`src/rtl/main_vc_scheduler.sv`:
```
// main_vc_scheduler: sequences main FIFO pops and steers each popped word to VC0 or VC1
// Inputs : init/afmf_in/aemf_in configure the thresholds; fifo_empty_main, fifo_error_main and
//          data_main come from the main FIFO; pause_vcX and error_vcX come from the VC FIFOs.
// Outputs: afmf/aemf latched thresholds, pop_main to the main FIFO, push_vcX and data_vc to the
//          VC FIFOs, state plus idle_out/error_out status.
module main_vc_scheduler #(
  parameter int DATA_SIZE  = 6,
  parameter int VC_SEL_BIT = 4
) (
  input  logic                 clk,
  input  logic                 reset_L,
  input  logic                 init,
  input  logic [DATA_SIZE-1:0] afmf_in,
  input  logic [DATA_SIZE-1:0] aemf_in,
  input  logic                 fifo_empty_main,
  input  logic                 fifo_error_main,
  input  logic [DATA_SIZE-1:0] data_main,
  input  logic                 pause_vc0,
  input  logic                 pause_vc1,
  input  logic                 error_vc0,
  input  logic                 error_vc1,
  output logic [DATA_SIZE-1:0] afmf,
  output logic [DATA_SIZE-1:0] aemf,
  output logic                 pop_main,
  output logic                 push_vc0,
  output logic                 push_vc1,
  output logic [DATA_SIZE-1:0] data_vc,
  output logic [2:0]           state,
  output logic                 idle_out,
  output logic                 error_out
);
  typedef enum logic [2:0] {ST_RESET, ST_INIT, ST_IDLE, ST_ACTIVE, ST_ERROR} state_t;
  state_t               state_q;
  logic [DATA_SIZE-1:0] afmf_q, aemf_q;
  logic                 pop_q, err;
  assign err      = fifo_error_main | error_vc0 | error_vc1;
  assign pop_main = state_q == ST_ACTIVE && !fifo_empty_main && !pause_vc0 && !pause_vc1 && !err && !init;
  // The select comes from the registered word itself so it always matches data_vc.
  assign push_vc0  = pop_q & ~data_main[VC_SEL_BIT];
  assign push_vc1  = pop_q & data_main[VC_SEL_BIT];
  assign data_vc   = data_main;
  assign state     = state_q;
  assign afmf      = afmf_q;
  assign aemf      = aemf_q;
  assign idle_out  = state_q == ST_IDLE && fifo_empty_main;
  assign error_out = state_q == ST_ERROR;
  // pop_q keeps running outside ACTIVE so a word popped just before leaving is still pushed.
  always_ff @(posedge clk or negedge reset_L) begin
    if (!reset_L) begin
      state_q <= ST_RESET;
      afmf_q  <= '0;
      aemf_q  <= '0;
      pop_q   <= 1'b0;
    end else begin
      pop_q <= pop_main;
      case (state_q)
        ST_RESET: state_q <= ST_INIT;
        ST_INIT: begin
          if (init) begin
            afmf_q <= afmf_in;
            aemf_q <= aemf_in;
          end else begin
            state_q <= (afmf_in <= aemf_in) ? ST_ERROR : ST_IDLE;
          end
        end
        ST_IDLE:   state_q <= err ? ST_ERROR : init ? ST_INIT : !fifo_empty_main ? ST_ACTIVE : ST_IDLE;
        ST_ACTIVE: state_q <= err ? ST_ERROR : init ? ST_INIT : (fifo_empty_main && !pop_q) ? ST_IDLE : ST_ACTIVE;
        ST_ERROR:  state_q <= init ? ST_INIT : ST_ERROR;
        default:   state_q <= ST_RESET;
      endcase
    end
  end
endmodule

```
`config.mk`:
```
export PLATFORM = sky130hd
export DESIGN_NAME = main_vc_scheduler
export DESIGN_NICKNAME = d
export VERILOG_FILES = /design/src/rtl/main_vc_scheduler.sv
export SDC_FILE = /design/constraint.sdc
export NUM_CORES = 1
export LEC_CHECK = 0
export CORE_MARGIN = 5
export CORE_UTILIZATION = 38
export CTS_BUF_LIST = sky130_fd_sc_hd__clkbuf_16
export DETAILED_ROUTE_END_ITERATION = 6
export MAX_ROUTING_LAYER = met4
export PLACE_DENSITY = 0.79
export SYNTH_ARGS = -nofsm -noshare
export SYNTH_HDL_FRONTEND = slang
export SYNTH_SLANG_ARGS = --single-unit
```
`constraint.sdc`:
```
create_clock -name clk -period 1.6 [get_ports clk]
set_input_delay 0.48 -clock clk [delete_from_list [all_inputs] [get_ports clk]]
set_output_delay 0.48 -clock clk [all_outputs]
set_load 0.05 [all_outputs]
```
==> flow_summary.yaml, run 1 <==
worst_setup_path:
  cp_top_family: "flip-flops"
  worstSetupStartpointType: "register"
  path_class: "reg -> out"
  crit_fanout: 3
  critical_path_required_ns: 1.12
  rrSetupSlack_ns: -0.13
  rr_startpoint: "state[2]"
  worstRegToRegCells: 5
  cp_slowest_cell: "dfrtp_4"
  path_cells: "nand2b_4 -> nor2_2 -> and3_4 -> buf_12"
  worstPathArrival_ns: 1.32
  cp-end-kind: "output pin"
  cp_num_buf_inv: 1
  reg2reg_to: "afmf[4]"
  critPathMaxStageDelay_ns: 0.47
drt:
  route.detailed.drc: 0
  wl_um: 3560
  routedWlPerCell_um: 19.9
  drtPass1Iterations: 4
  drtIter0Drc: 30
  dr_wl_met3_um: 229
  vias: 931
  via_per_inst: 5.20
  routed-wl-met2_um: 1950
  wl_met1_um: 1260
  top_layer_used: "met4"
  antenna_left: 0
power:
  powerDensity_nw_per_um2: 2000
  vdd_drop_max_uv: 1710
  leakagePower_nw: 0.918
sta:
  drv_slew: 0
  relSlewSlack_pct: 76.7
  finalCriticalPeriod_ns: 1.80
  rsz0062_at_grt: "true"
  worst_slack_ns: -0.197
  setup_viol: 17
  skew_ns: 0.00237
  final-hold-violation-count: 0
  fin_crit_sh_pct: 112
  worst_pin_slew_ns: 0.350
  clock.fmax_mhz: 557
placed_design:
  pre_cts_slack_ns: -0.640
  hpwlAfterDp_um: 2180
  gp_congestion: 0.787
  dpl.cell_count: 164
  portBuffers: 42
clocking:
  clk-insertion-delay-late_ns: 0.25
  numCtsBuffers: 3
  cts_tree: "built"
  clk_path_buf_depth: 2
  clkSinkCount: 16
  path_clk_slew_ns: 0.05
  root_buffer: "clkbuf_16"
  htreeDepth: 1
cells_and_area:
  num-nets-final: 183
  final_cell_count_no_fill: 179
  drive_above_1_share_pct: 68.5
  area_growth_pct: 108
  diodes: 0
  postLayoutCoreUtil_pct: 81.6
  fill_cells: 144
synthesis:
  ys_warn_count: 0
  synth_fp_nets: 116
  syn_area_um2: 953
  synth-seq-cells: 16
  synth_cell_types: 29
  ys_seq_area_share_pct: 42.0
  synthCells: 83
  avgSynthCellArea_um2: 11.5
grt:
  grt.overflow.total: 0
  grt_pass1_wl_um: 5110
  antenna_found_initial: 0
  grt_max_degree: 17
  grt_pass1_vias: 1023
  grt_use_total_pct: 20.5
status:
  violations: "setup timing"
  status: "finished with violations"
floorplanning:
  dieHeight_um: 60.1
  fp.coreArea_um2: 2430
  die-area_um2: 3610
  fp.dieW_um: 60.1
  num_io_pins: 53
  fp-row-count: 18
  start_util_pct: 39.2
worst_hold_path:
  hold_end: "aemf[3]"
  hold_path.class: "in -> reg"
  holdCritStartpoint: "aemf_in[3]"
  hold_path_depth: 2
run:
  timing.max_cap.violations: 0
per-stage QoR:
stage               hold WS, ns  power (W)  cell area (µm²)  TNS [ns]
finish                    0.502    0.00398             1980     -2.10
global route              0.502    0.00412             1980     -2.73
CTS                       0.495    0.00379             1930    -0.689
detailed placement        0.563    0.00319             1730     -8.34
global placement          0.561    0.00314             1730     -7.37
floorplan                 0.184    0.00203             1000    -0.152
worst max path at each step:
stage,startpoint,endpoint,slack (ns),cells after the start
2_1_floorplan,state[2],idle_out,-0.13,2
3_3_place_gp,aemf_in[3],state[1],-0.48,7
3_5_place_dp,aemf_in[5],state[1],-0.64,7
4_1_cts,state[2],pop_main,-0.22,4
5_1_grt,state[2],pop_main,-0.23,4
6_report,state[2],pop_main,-0.20,4
where the power goes:
group / switching [W] / internal [W] / total [W] / leakage (nW)
sequential: 0.000234 / 0.000612 / 0.000846 / 0.189
clock: 0.000171 / 0.000332 / 0.000503 / 0.0385
combinational: 0.00123 / 0.00140 / 0.00263 / 0.690
flip-flops by register name, indices dropped and copies added (netlist names):
register / flops
aemf: 6
state: 3
pop_q: 1
afmf: 6
cell type report:
cell class / instances / area, µm² / share of cell area (%)
Timing Repair Buffer: 69 / 796 / 40.1
Multi-Input combinational cell: 52 / 631 / 31.8
Sequential cell: 16 / 409 / 20.6
Clock buffer: 3 / 75.1 / 3.78
Tap cell: 30 / 37.5 / 1.89
Inverter: 8 / 32.5 / 1.64
Clock inverter: 1 / 3.75 / 0.189
kinds of logic (layout without fill, tap and decap cells):
kind of cell | count (synthesis) | in the layout | synth area share (%)
AND/OR/NAND/NOR | 22 | 22 | 14.2
flip-flops | 16 | 16 | 42.0
buffers and inverters | 15 | 81 | 9.45
multiplexers | 12 | 12 | 18.1
AO/OA/AOI/OAI | 11 | 11 | 7.35
adder cells (fa/ha/maj) | 7 | 7 | 8.92
Yosys cell counts:
library cell | instances | area share, %
a21o_1 | 1 | 0.79
nand4_1 | 1 | 0.66
a21oi_1 | 1 | 0.52
buf_4 | 6 | 4.7
nand2_1 | 3 | 1.2
nor3_1 | 1 | 0.52
nand3b_1 | 1 | 0.79
nand3_1 | 2 | 1.0
dfrtp_1 | 16 | 42
inv_2 | 1 | 0.39
nor2b_1 | 3 | 2.0
maj3_1 | 1 | 1.0
nor4_1 | 1 | 0.66
inv_1 | 7 | 2.8
o21bai_1 | 1 | 0.79
buf_8 | 1 | 1.6
and2_1 | 1 | 0.66
o21ai_0 | 3 | 1.6
nand2b_1 | 1 | 0.66
nor2_1 | 4 | 1.6
nor4_4 | 1 | 2.2
mux2_4 | 10 | 16
nor3b_1 | 2 | 1.6
ha_1 | 6 | 7.9
a31oi_1 | 3 | 2.0
mux2_2 | 2 | 2.4
a31o_2 | 1 | 0.92
and3_1 | 1 | 0.66
a211oi_1 | 1 | 0.79
placed cells by master, fill, tap and decap left out, drive strengths merged:
cell and n:
dlygate4sd2 7, a211oi 1, inv 8, clkinv 1
buf 56, nand4 1, nand3b 1, o21ai 3
a31o 1, nor3 1, clkbuf 5, a21o 1
nor2b 3, clkdlybuf4s50 1, a31oi 3, maj3 1
nand2b 1, nor3b 2, dfrtp 16, ha 6
nand3 2, nor2 4, a21oi 1, nand2 3
dlymetal6s2s 1, o21bai 1, nor4 2, and3 1
and2 1, clkdlybuf4s15 2, mux2 12
worst reg2reg max path: cells and delay by family, from the launching register on:
family | cells | cell delay, ns
flip-flops | 1 | 0.47
AND/OR/NAND/NOR | 1 | 0.33
buffers and inverters | 3 | 0.50
multiplexers | 1 | 0.32
routing by layer:
metal | GRT usage (%) | vias to the layer above
li1 | - | 415
met3 | 4.10 | 10
met4 | 11.7 | 0
met2 | 36.9 | 46
met5 | - | -
met1 | 20.1 | 460
timing repair:
item	in CTS	in global routing
resized for setup	65	15
pin swaps	11	8
endpoints found under the hold margin	0	0
setup buffers	7	4
hold buffers	0	0
setup endpoints to repair	21	18
(Power assumes the default switching activity.)
==> inputs of run 2 (changes only) <==
--- a/config.mk
+++ b/config.mk
@@ -13,2 +13,3 @@
 export PLACE_DENSITY = 0.79
+export SETUP_SLACK_MARGIN = 0.5
 export SYNTH_ARGS = -nofsm -noshare
==> constraint.sdc (replaced) <==
create_clock -name clk -period 1.6 [get_ports clk]
set_input_delay 0.24 -clock clk [delete_from_list [all_inputs] [get_ports clk]]
set_output_delay 0.24 -clock clk [all_outputs]
set_load 0.05 [all_outputs]
==> run 2 against run 1 <==
Compared with the run above:
- the flow now finishes without violations
- via count shrank 6.8%
- highest routed layer unchanged
- cell area shrank 4.1%
- final cell count shrank 2.8%
- first-iteration DRC count shrank 83%
- sequential share of layout area grew 0.75 points
- largest power group unchanged
- critical endpoint unchanged
- clock power shrank 2%
- sequential power shrank 13%
==> flow_summary.yaml, run 2 (synthesized netlist as in run 1, its figures left out) <==
floorplanning:
  die-area_um2: 3610
  start_util_pct: 39.2
  fp.coreArea_um2: 2430
  fp.dieW_um: 60.1
  fp-row-count: 18
  dieHeight_um: 60.1
  num_io_pins: 53
cells_and_area:
  drive_above_1_share_pct: 68.8
  fill_cells: 132
  layout_commonest_cell: "buf_4"
  area_growth_pct: 99.6
  mostFrequentLayoutCells: "26 x buf_4, 13 x dfrtp_1, 13 x buf_6, 12 x mux2_4, 9 x buf_12"
  diodes: 0
  num-nets-final: 178
clocking:
  cts_tree: "built"
  clk-insertion-delay-late_ns: 0.25
  clk_path_buf_depth: 2
  path_clk_slew_ns: 0.05
  numCtsBuffers: 3
  htreeDepth: 1
  clkSinkCount: 16
  root_buffer: "clkbuf_16"
worst_setup_path:
  worstSetupStartpointType: "register"
  cp-end-kind: "output pin"
  rrSetupSlack_ns: 0.13
  path_class: "reg -> out"
  cp_top_family: "simple AND/OR/NAND/NOR gates"
  critical_path_required_ns: 1.36
  cp_num_buf_inv: 1
  critPathMaxStageDelay_ns: 0.41
  cp_slowest_cell: "dfrtp_2"
  path_cells: "nand2b_4 -> nor2_2 -> and3_4 -> buf_12"
  worstPathArrival_ns: 1.27
  crit_fanout: 3
drt:
  via_per_inst: 4.99
  drtIter0Drc: 5
  wl_um: 3110
  route.detailed.drc: 0
  drtPass1Iterations: 4
  routedWlPerCell_um: 17.9
  antenna_left: 0
  vias: 868
power:
  powerDensity_nw_per_um2: 1830
  leakagePower_nw: 0.870
  vdd_drop_max_uv: 1460
  power_w: 0.00348
sta:
  finalCriticalPeriod_ns: 1.51
  worst_pin_slew_ns: 0.433
  rsz0062_at_grt: "true"
  fin_tns_setup_ns: 0
  clock.fmax_mhz: 661
  final-hold-violation-count: 0
  skew_ns: 0.00175
  setup_viol: 0
  drv_slew: 0
  fin_crit_sh_pct: 94.6
  hold_slack_ns: 0.226
  relSlewSlack_pct: 71.0
status:
  status: "finished clean"
worst_hold_path:
  hold_path.class: "in -> reg"
grt:
  grt.overflow.total: 0
  grt_use_total_pct: 17.6
  grt_pass1_wl_um: 4470
  antenna_found_initial: 0
  grt_pass1_vias: 914
  grt_max_degree: 10
placed_design:
  hpwlAfterDp_um: 1960
  gp_congestion: 0.784
  portBuffers: 42
run:
  timing.max_cap.violations: 0
## run 2: cell count changes in the layout (fill, tap and decap cells not counted), sizes merged
cell | previous run | this run
buf | 56 | 51
clkbuf | 5 | 3
clkdlybuf4s50 | 1 | 3
clkdlybuf4s15 | 2 | 1
dlygate4sd2 | 7 | 8
## run 2: where the power goes
part	switching, W	leakage, nW	internal, W
clock network	0.000160	0.0385	0.000332
registers	0.000132	0.189	0.000606
logic	0.00122	0.642	0.00103
total	0.00151	0.870	0.00197
## run 2: worst register-to-register path, cell delays in order, from the launching register on
cell and delay [ns]:
dfrtp_2 0.41, buf_6 0.14, nor4_4 0.27, buf_6 0.22, mux2_4 0.32
## run 2: stage by stage
| stage | instances | setup slack (ns) | instance area (µm²) | utilization (%) |
|---|---|---|---|---|
| 3_5_place_dp | 159 | -0.323 | 1550 | 63.8 |
| 5_1_grt | 174 | 0.0368 | 1900 | 78.2 |
| 4_1_cts | 172 | 0.0652 | 1810 | 74.5 |
| 6_report | 174 | 0.0862 | 1900 | 78.2 |
| 2_1_floorplan | 83 | 0.0610 | 1010 | - |
| 3_3_place_gp | 159 | -0.225 | 1550 | 63.8 |
## run 2: layout make-up
| class | instances | area, µm² | area share, % |
|---|---|---|---|
| clock inverter | 1 | 3.75 | 0.197 |
| clock buffer | 3 | 75.1 | 3.94 |
| multi-input combinational | 52 | 651 | 34.2 |
| tap | 30 | 37.5 | 1.97 |
| timing repair buffer | 64 | 689 | 36.2 |
| sequential | 16 | 407 | 21.4 |
| inverter | 8 | 40.0 | 2.10 |
## run 2: path summary, 6_finish.rpt
check                                start        to  cells past startpoint
worst max-delay path              state[2]  pop_main                      4
worst min-delay path            aemf_in[4]   aemf[4]                      2
worst max register to register    state[2]   aemf[3]                      4
worst min register to register     afmf[3]   afmf[3]                      1
max in group asynchronous          reset_L   aemf[1]                      2
min in group asynchronous          reset_L   aemf[4]                      1
## run 2: metal layers
layer | GRT usage (%) | vias to the layer above | share of wire (%)
met4 | 11.4 | 0 | 2.9
met5 | - | - | 0
met1 | 19.6 | 422 | 38
li1 | - | 410 | -
met2 | 29.5 | 30 | 54
met3 | 2.16 | 6 | 5.3
## run 2: what timing repair did
item | CTS | global route
setup endpoints to repair | 25 | 23
pin swaps | 13 | 14
hold buffers | 0 | 0
buffers inserted | 9 | 2
resized for setup | 79 | 21
